<file path="src/rtl/systolic_pkg.sv">
// systolic_pkg: shared FSM states and schedule constants for the systolic sequencer
package systolic_pkg;
    typedef enum logic [2:0] {IDLE, CLEAR, FEED, DRAIN, DONE} state_t;
    localparam int N_DEF = 4;
    function automatic int drain_len(input int rd_lat, input int n);
        return rd_lat + 2 * n - 1;
    endfunction
endpackage

</file>
<file path="src/rtl/lane_delay.sv">
// lane_delay: LAT-stage shift register aligning schedule flags to operand read data
module lane_delay #(
    parameter int W   = 1,
    parameter int LAT = 1
) (
    input  logic         clk,
    input  logic         clr,
    input  logic [W-1:0] d,
    output logic [W-1:0] q
);
    generate
        if (LAT == 0) begin : g_pass
            assign q = d;
        end else begin : g_pipe
            logic [W-1:0] sr [LAT];
            // shift toward the output; clr empties every stage at once
            always_ff @(posedge clk) begin
                if (clr) begin
                    for (int s = 0; s < LAT; s++) sr[s] <= '0;
                end else begin
                    sr[0] <= d;
                    for (int s = 1; s < LAT; s++) sr[s] <= sr[s-1];
                end
            end
            assign q = sr[LAT-1];
        end
    endgenerate
endmodule

</file>
<file path="src/rtl/systolic_seq_ctrl.sv">
// systolic_seq_ctrl: clear/feed/drain schedule for an N x N accumulate-until-finished MAC array
module systolic_seq_ctrl
    import systolic_pkg::*;
#(
    parameter int N      = N_DEF,
    parameter int K_W    = 8,
    parameter int ADDR_W = 8,
    parameter int RD_LAT = 1
) (
    input  logic                clk,
    input  logic                rst,
    input  logic                start,
    input  logic [K_W-1:0]      k_len,
    output logic                busy,
    output logic                done,
    output logic                mac_clr,
    output logic [N-1:0]        a_rd_en,
    output logic [N*ADDR_W-1:0] a_rd_addr,
    output logic [N-1:0]        b_rd_en,
    output logic [N*ADDR_W-1:0] b_rd_addr,
    output logic [N-1:0]        a_fin,
    output logic [N-1:0]        b_fin,
    output logic [N-1:0]        a_zero,
    output logic [N-1:0]        b_zero
);
    localparam int TW = K_W + $clog2(N) + 1;
    localparam int DL = drain_len(RD_LAT, N);

    state_t              state;
    logic [TW-1:0]       t, nt;
    logic [K_W-1:0]      k;
    logic [N-1:0]        rd_en, fin_s, zero_s, nx_en, nx_fin, nx_zero;
    logic [N*ADDR_W-1:0] addr, nx_addr;

    // schedule for the feed step that the next cycle will present
    always_comb begin
        nt      = state == CLEAR ? '0 : t + 1'b1;
        nx_en   = '0;
        nx_fin  = '0;
        nx_zero = '0;
        nx_addr = '0;
        for (int i = 0; i < N; i++) begin
            nx_en[i]                    = nt >= TW'(i) && nt < TW'(i) + TW'(k);
            nx_fin[i]                   = nt >= TW'(i) + TW'(k);
            nx_zero[i]                  = !nx_en[i];
            nx_addr[i*ADDR_W +: ADDR_W] = nx_en[i] ? ADDR_W'(nt - TW'(i)) : '0;
        end
    end

    // sequencer FSM with registered outputs; fin/zero hold in IDLE so PEs keep C_out
    always_ff @(posedge clk) begin
        if (rst) begin
            state   <= IDLE;
            t       <= '0;
            k       <= '0;
            busy    <= 1'b0;
            done    <= 1'b0;
            mac_clr <= 1'b0;
            rd_en   <= '0;
            addr    <= '0;
            fin_s   <= '0;
            zero_s  <= '0;
        end else begin
            case (state)
                IDLE: if (start && k_len != '0) begin
                    state   <= CLEAR;
                    k       <= k_len;
                    busy    <= 1'b1;
                    mac_clr <= 1'b1;
                    fin_s   <= '0;
                    zero_s  <= '0;
                end
                CLEAR: begin
                    state   <= FEED;
                    mac_clr <= 1'b0;
                    t       <= nt;
                    rd_en   <= nx_en;
                    addr    <= nx_addr;
                    fin_s   <= nx_fin;
                    zero_s  <= nx_zero;
                end
                FEED: if (nt == TW'(k) + TW'(N - 1)) begin
                    state  <= DRAIN;
                    t      <= '0;
                    rd_en  <= '0;
                    addr   <= '0;
                    fin_s  <= '1;
                    zero_s <= '1;
                end else begin
                    t      <= nt;
                    rd_en  <= nx_en;
                    addr   <= nx_addr;
                    fin_s  <= nx_fin;
                    zero_s <= nx_zero;
                end
                DRAIN: if (t == TW'(DL - 1)) begin
                    state <= DONE;
                    done  <= 1'b1;
                end else begin
                    t <= t + 1'b1;
                end
                DONE: begin
                    state <= IDLE;
                    done  <= 1'b0;
                    busy  <= 1'b0;
                end
                default: state <= IDLE;
            endcase
        end
    end

    assign a_rd_en   = rd_en;
    assign b_rd_en   = rd_en;
    assign a_rd_addr = addr;
    assign b_rd_addr = addr;

    lane_delay #(.W(2 * N), .LAT(RD_LAT)) u_row_dly (
        .clk (clk),
        .clr (rst | mac_clr),
        .d   ({fin_s, zero_s}),
        .q   ({a_fin, a_zero})
    );

    lane_delay #(.W(2 * N), .LAT(RD_LAT)) u_col_dly (
        .clk (clk),
        .clr (rst | mac_clr),
        .d   ({fin_s, zero_s}),
        .q   ({b_fin, b_zero})
    );
endmodule
</file>
<file path="config.mk">
export PLATFORM = sky130hd
export DESIGN_NAME = systolic_seq_ctrl
export DESIGN_NICKNAME = d
export VERILOG_FILES = /design/src/rtl/systolic_pkg.sv /design/src/rtl/lane_delay.sv /design/src/rtl/systolic_seq_ctrl.sv
export SDC_FILE = /design/constraint.sdc
export NUM_CORES = 1
export LEC_CHECK = 0
export CAP_MARGIN = 10
export CORE_UTILIZATION = 40
export DETAILED_ROUTE_END_ITERATION = 8
export PLACE_DENSITY = 0.67
export SLEW_MARGIN = 5
export SYNTH_ARGS = -nofsm -noshare
export SYNTH_HDL_FRONTEND = slang
export SYNTH_SLANG_ARGS = --single-unit
export TNS_END_PERCENT = 50
</file>
<file path="constraint.sdc">
create_clock -name clk -period 4.75 [get_ports clk]
set_input_delay 0.475 -clock clk [delete_from_list [all_inputs] [get_ports clk]]
set_output_delay 0.475 -clock clk [all_outputs]
set_load 0.05 [all_outputs]
</file>
==> summary.md <==
The iteration-0 DRC count of the detailed router was 340; the count of buffers from port buffering was 101. The initial antenna violation count is 0. Of all nets on the critical path, the largest fanout is 14. After floorplanning, the core was divided into 41 placement rows. Dividing total power by cell area gives a power density of 365 nW/um^2. The worst setup path is of the register to register kind. Setup repair after global routing left no endpoint under its margin. Synthesis inferred 77 register bits.

After synthesis, the largest family of logic cells by area is simple AND/OR/NAND/NOR gates. The run gives 77 as the number of clock sinks. Traced cell by cell, the critical path runs through nor3b_2 > buf_4 > nor2_1 > inv_1 > ha_1 > nand4_1 > nor2_1 > nand2_1 > a2111oi_0 > nor2_1 > buf_4 > o21ai_0 > a21oi_1. Library cell contributing the largest single delay on the critical path: sky130_fd_sc_hd__nor2_1.

The routed design could run at a clock period as short as 4.13 ns. Effective utilization at floorplan: 0.409. The tightest slew margin relative to the limit was 0.202.

The mapped netlist covers 5150 um^2. The run gives 2 as the maximum count of clock buffers along a single path. The tree is rooted in a sky130_fd_sc_hd__clkbuf_16. The run gives 0.300 as the sequential-to-total area share from yosys stat. The library cell used most frequently in the layout, excluding fill and tap cells, is sky130_fd_sc_hd__clkdlybuf4s50_1. After detailed routing, no signal wire sits above met4. The layout cell share with drive strength beyond 1 works out to 0.0572. At the later pin of the worst-skew pair, clock insertion delay measures 0.35 ns. The global router's overall resource usage was 0.218; the total half-perimeter wirelength after legalization and detailed placement was 10700 um.

The number of max-slew violations in the final report came out at 0. TritonCTS built the clock tree. Cell repeated most along the worst path: sky130_fd_sc_hd__nor2_1. TritonCTS created 9 clock buffers. The routed length on met3 is 826 um, and the share of synthesized cell area in full adder, half adder and majority cells is 0.0817. The run gives 0 as the number of hold violations in the final report. The share of the synthesized area in compound gates (AO/OA/AOI/OAI) is 0.175, and the share of flip-flops with an asynchronous set or reset is 0. Top achievable clock speed: 242 MHz. Using the TritonRoute via totals, the vias-per-cell ratio works out to 5.55.

STA classifies the critical path endpoint as a register. The H-tree was split into 3 levels. The vertical die dimension was 115 um; the final antenna diode count was 0. The cell leakage power was 2.32 nW. The post-synthesis share of cell area spent on xor and xnor gates is 0.0832, and the average cell area after synthesis is 8.05 um^2.

The cts-stage hold buffer count was 0; the data arrival time of the critical path was 4.35 ns. The worst-margin pin slew works out to 1.19 ns. The synthesized design contains 0 enable-type register cells. For flop-to-flop paths, the worst setup slack is 0.62 ns. The total negative slack for setup checks was 0 ns. After detailed routing, the number of remaining DRC violations is 0. The largest single stage delay on the critical path is 0.61 ns. Across the routed clock network, the largest skew measured is 0.0121 ns. The portion of total power attributed to combinational logic was 0.370; the total number of yosys warnings was 0. Entering global routing, the biggest net connects 37 pins. Share of synthesized cell area in and, or, nand and nor gates: 0.230. The top cell types in the final layout, fill and taps aside, are sky130_fd_sc_hd__clkdlybuf4s50_1 (101), sky130_fd_sc_hd__nand2_1 (77), sky130_fd_sc_hd__dfxtp_1 (77). Counting every instance in the synthesized netlist gives 639. The detailed router placed 4742 vias in this run. The internal portion of the total power is 0.00135 W. After detailed routing, the average wire length per cell comes to 16.7 um. Summed over all nets, the switching power comes to 0.000917 W. The finished layout holds 854 standard cells, fillers aside. The switching fraction of total power is 0.404. The floorplan step set the die width to 115 um. Counting both buffers and inverters, the worst setup path holds a total of 3. The number of top-level pins is 102, and the count of TritonRoute iterations in the first routing pass is 5. Once detail routing completed, the nets flagged for antenna violations numbered 0.

The logs give 0.293 for the share of power burned in the clock network and 0.337 for the register share of total power. sky130_fd_sc_hd__dfxtp_1 takes more of the synthesized area than any other cell. Wire length of the first global-routing pass: 22300 um. The flow ran to the end, and the final reports show no timing, DRC or antenna violations. In this run the post-CTS setup repair buffer count came out at 0. Across the run, the number of max-cap violations was 0. The post-cts repair resize count came out at 0. For the data required time of the critical path, the log shows 4.97 ns. Summed over all layers, the routed wires come to 14200 um. Setup violations remaining at the end of the flow were counted as 0.

At the end of routability-driven placement, the weighted congestion stood at 0.938. The remaining global-route overflow was 0; the area growth from synthesis to final layout was 20.8%. In this design, the largest share of critical-path delay is due to simple AND/OR/NAND/NOR gates. Wire segments on met2 add up to 6620 um in the final route. The number of placed instances, taps included, is 838. For this run, the post-layout net count is 720.

The mux share of post-synthesis cell area is 0.0175, and the clock transition at the registers of the reported paths is 0.06 ns. The run gives 682 as the net count after synthesis. The run gives 13300 um^2 as the die area.

The number of global-route vias before repair was 4245; the number of library cell types mapped by synthesis was 64. The core area was 12600 um^2; the met1 wire length was 6250 um. VDD sags by at most 0.133 mV. The final-layout fill cell count was 1209; the final worst-path cycle share was 0.869. In the post-synthesis netlist, the biggest area contributors are sky130_fd_sc_hd__dfxtp_1 (30%), sky130_fd_sc_hd__ha_1 (7.8%), sky130_fd_sc_hd__buf_4 (6.7%).

The fraction of post-synthesis cell area in the top cell type by area was 0.300. STA classifies the critical path startpoint as a register. Among all flip-flop cells after synthesis, the most frequent one is sky130_fd_sc_hd__dfxtp_1.

The classification of the worst-slack hold path was register to register.
-- registers in the layout (all words and copies together), names as in the netlist --
name,cells
a_rd_addr,32
a_rd_en,4
busy,1
done,1
fin_s,4
k,8
mac_clr,1
state,3
t,11
u_row_dly.g_pipe.sr,8
zero_s,4
-- worst reg2reg max path: stages, from the launching register on --
cell and delay [ns]:
sky130_fd_sc_hd__dfxtp_1 0.58, sky130_fd_sc_hd__nor3b_2 0.11, sky130_fd_sc_hd__buf_4 0.21, sky130_fd_sc_hd__nor2_1 0.62, sky130_fd_sc_hd__inv_1 0.37, sky130_fd_sc_hd__ha_1 0.45
sky130_fd_sc_hd__nand4_1 0.25, sky130_fd_sc_hd__nor2_1 0.16, sky130_fd_sc_hd__nand2_1 0.06, sky130_fd_sc_hd__a2111oi_0 0.57, sky130_fd_sc_hd__nor2_1 0.20, sky130_fd_sc_hd__buf_4 0.23
sky130_fd_sc_hd__o21ai_0 0.10, sky130_fd_sc_hd__a21oi_1 0.09
-- final cells by class --
class,count,area (um^2),area share
clock inverter,7,57.6,0.00926
multi-input combinational,462,3030,0.487
clock buffer,9,225,0.0362
sequential,77,1540,0.248
inverter,16,60.1,0.00966
tap,172,215,0.0346
timing repair buffer,111,1090,0.175
-- logic make-up after synthesis --
| group | Yosys count |
|---|---|
| flops | 77 |
| fa+ha+maj | 34 |
| simple gates | 239 |
| compound gates | 132 |
| mux | 9 |
| buf+inv | 100 |
| xor+xnor | 48 |
-- final timing paths --
| kind | endpoint | depth (start not counted) | startpoint |
|---|---|---|---|
| max reg2reg | t[5] | 13 | state[2] |
| min reg2reg | u_row_dly.g_pipe.sr[0][5] | 1 | fin_s[1] |
| min | u_row_dly.g_pipe.sr[0][5] | 1 | fin_s[1] |
| max | t[5] | 13 | state[2] |
-- Yosys cell counts, drive strengths merged, types with 3 or more instances --
master   count
a32o         8
nand4       10
or3          9
clkbuf      24
a22o         3
nor3        18
nor4        13
xor2        12
a2111oi      7
nor2        54
a21oi       20
inv         16
ha          32
and3         3
buf         60
nand3       15
a211oi       3
and2        15
nor3b        3
nand2       77
dfxtp       77
nand3b       3
mux2i        9
o31ai       10
or4          4
xnor2       36
nor2b        7
a31oi        8
o21ai       41
o22ai        3
o211ai       3
o21a         7
-- power by group through the flow --
stage	Clock, W	Combinational [W]	Sequential (W)
2_1_floorplan	0	0.000521	0.000876
3_3_place_gp	0	0.000826	0.000776
3_5_place_dp	0	0.000835	0.000780
4_1_cts	0.000674	0.000838	0.000765
5_1_grt	0.000703	0.000890	0.000775
6_report	0.000666	0.000840	0.000764
-- metal layers --
metal / vias to the layer above / track usage
met5: - / 0
met4: 0 / 0.103
met3: 37 / 0.0340
met2: 201 / 0.364
met1: 2217 / 0.275
li1: 2287 / -
-- per-stage QoR --
step	power [W]	hold slack (ns)	cell area [um^2]	setup WS, ns	utilization
floorplan	0.00140	0.417	5150	1.08	-
global placement	0.00160	0.438	5930	0.755	0.472
detailed placement	0.00161	0.449	5930	0.705	0.472
CTS	0.00228	0.468	6210	0.687	0.494
global route	0.00237	0.484	6210	0.231	0.494
finish	0.00227	0.463	6210	0.622	0.494
(Power assumes the default switching activity.)
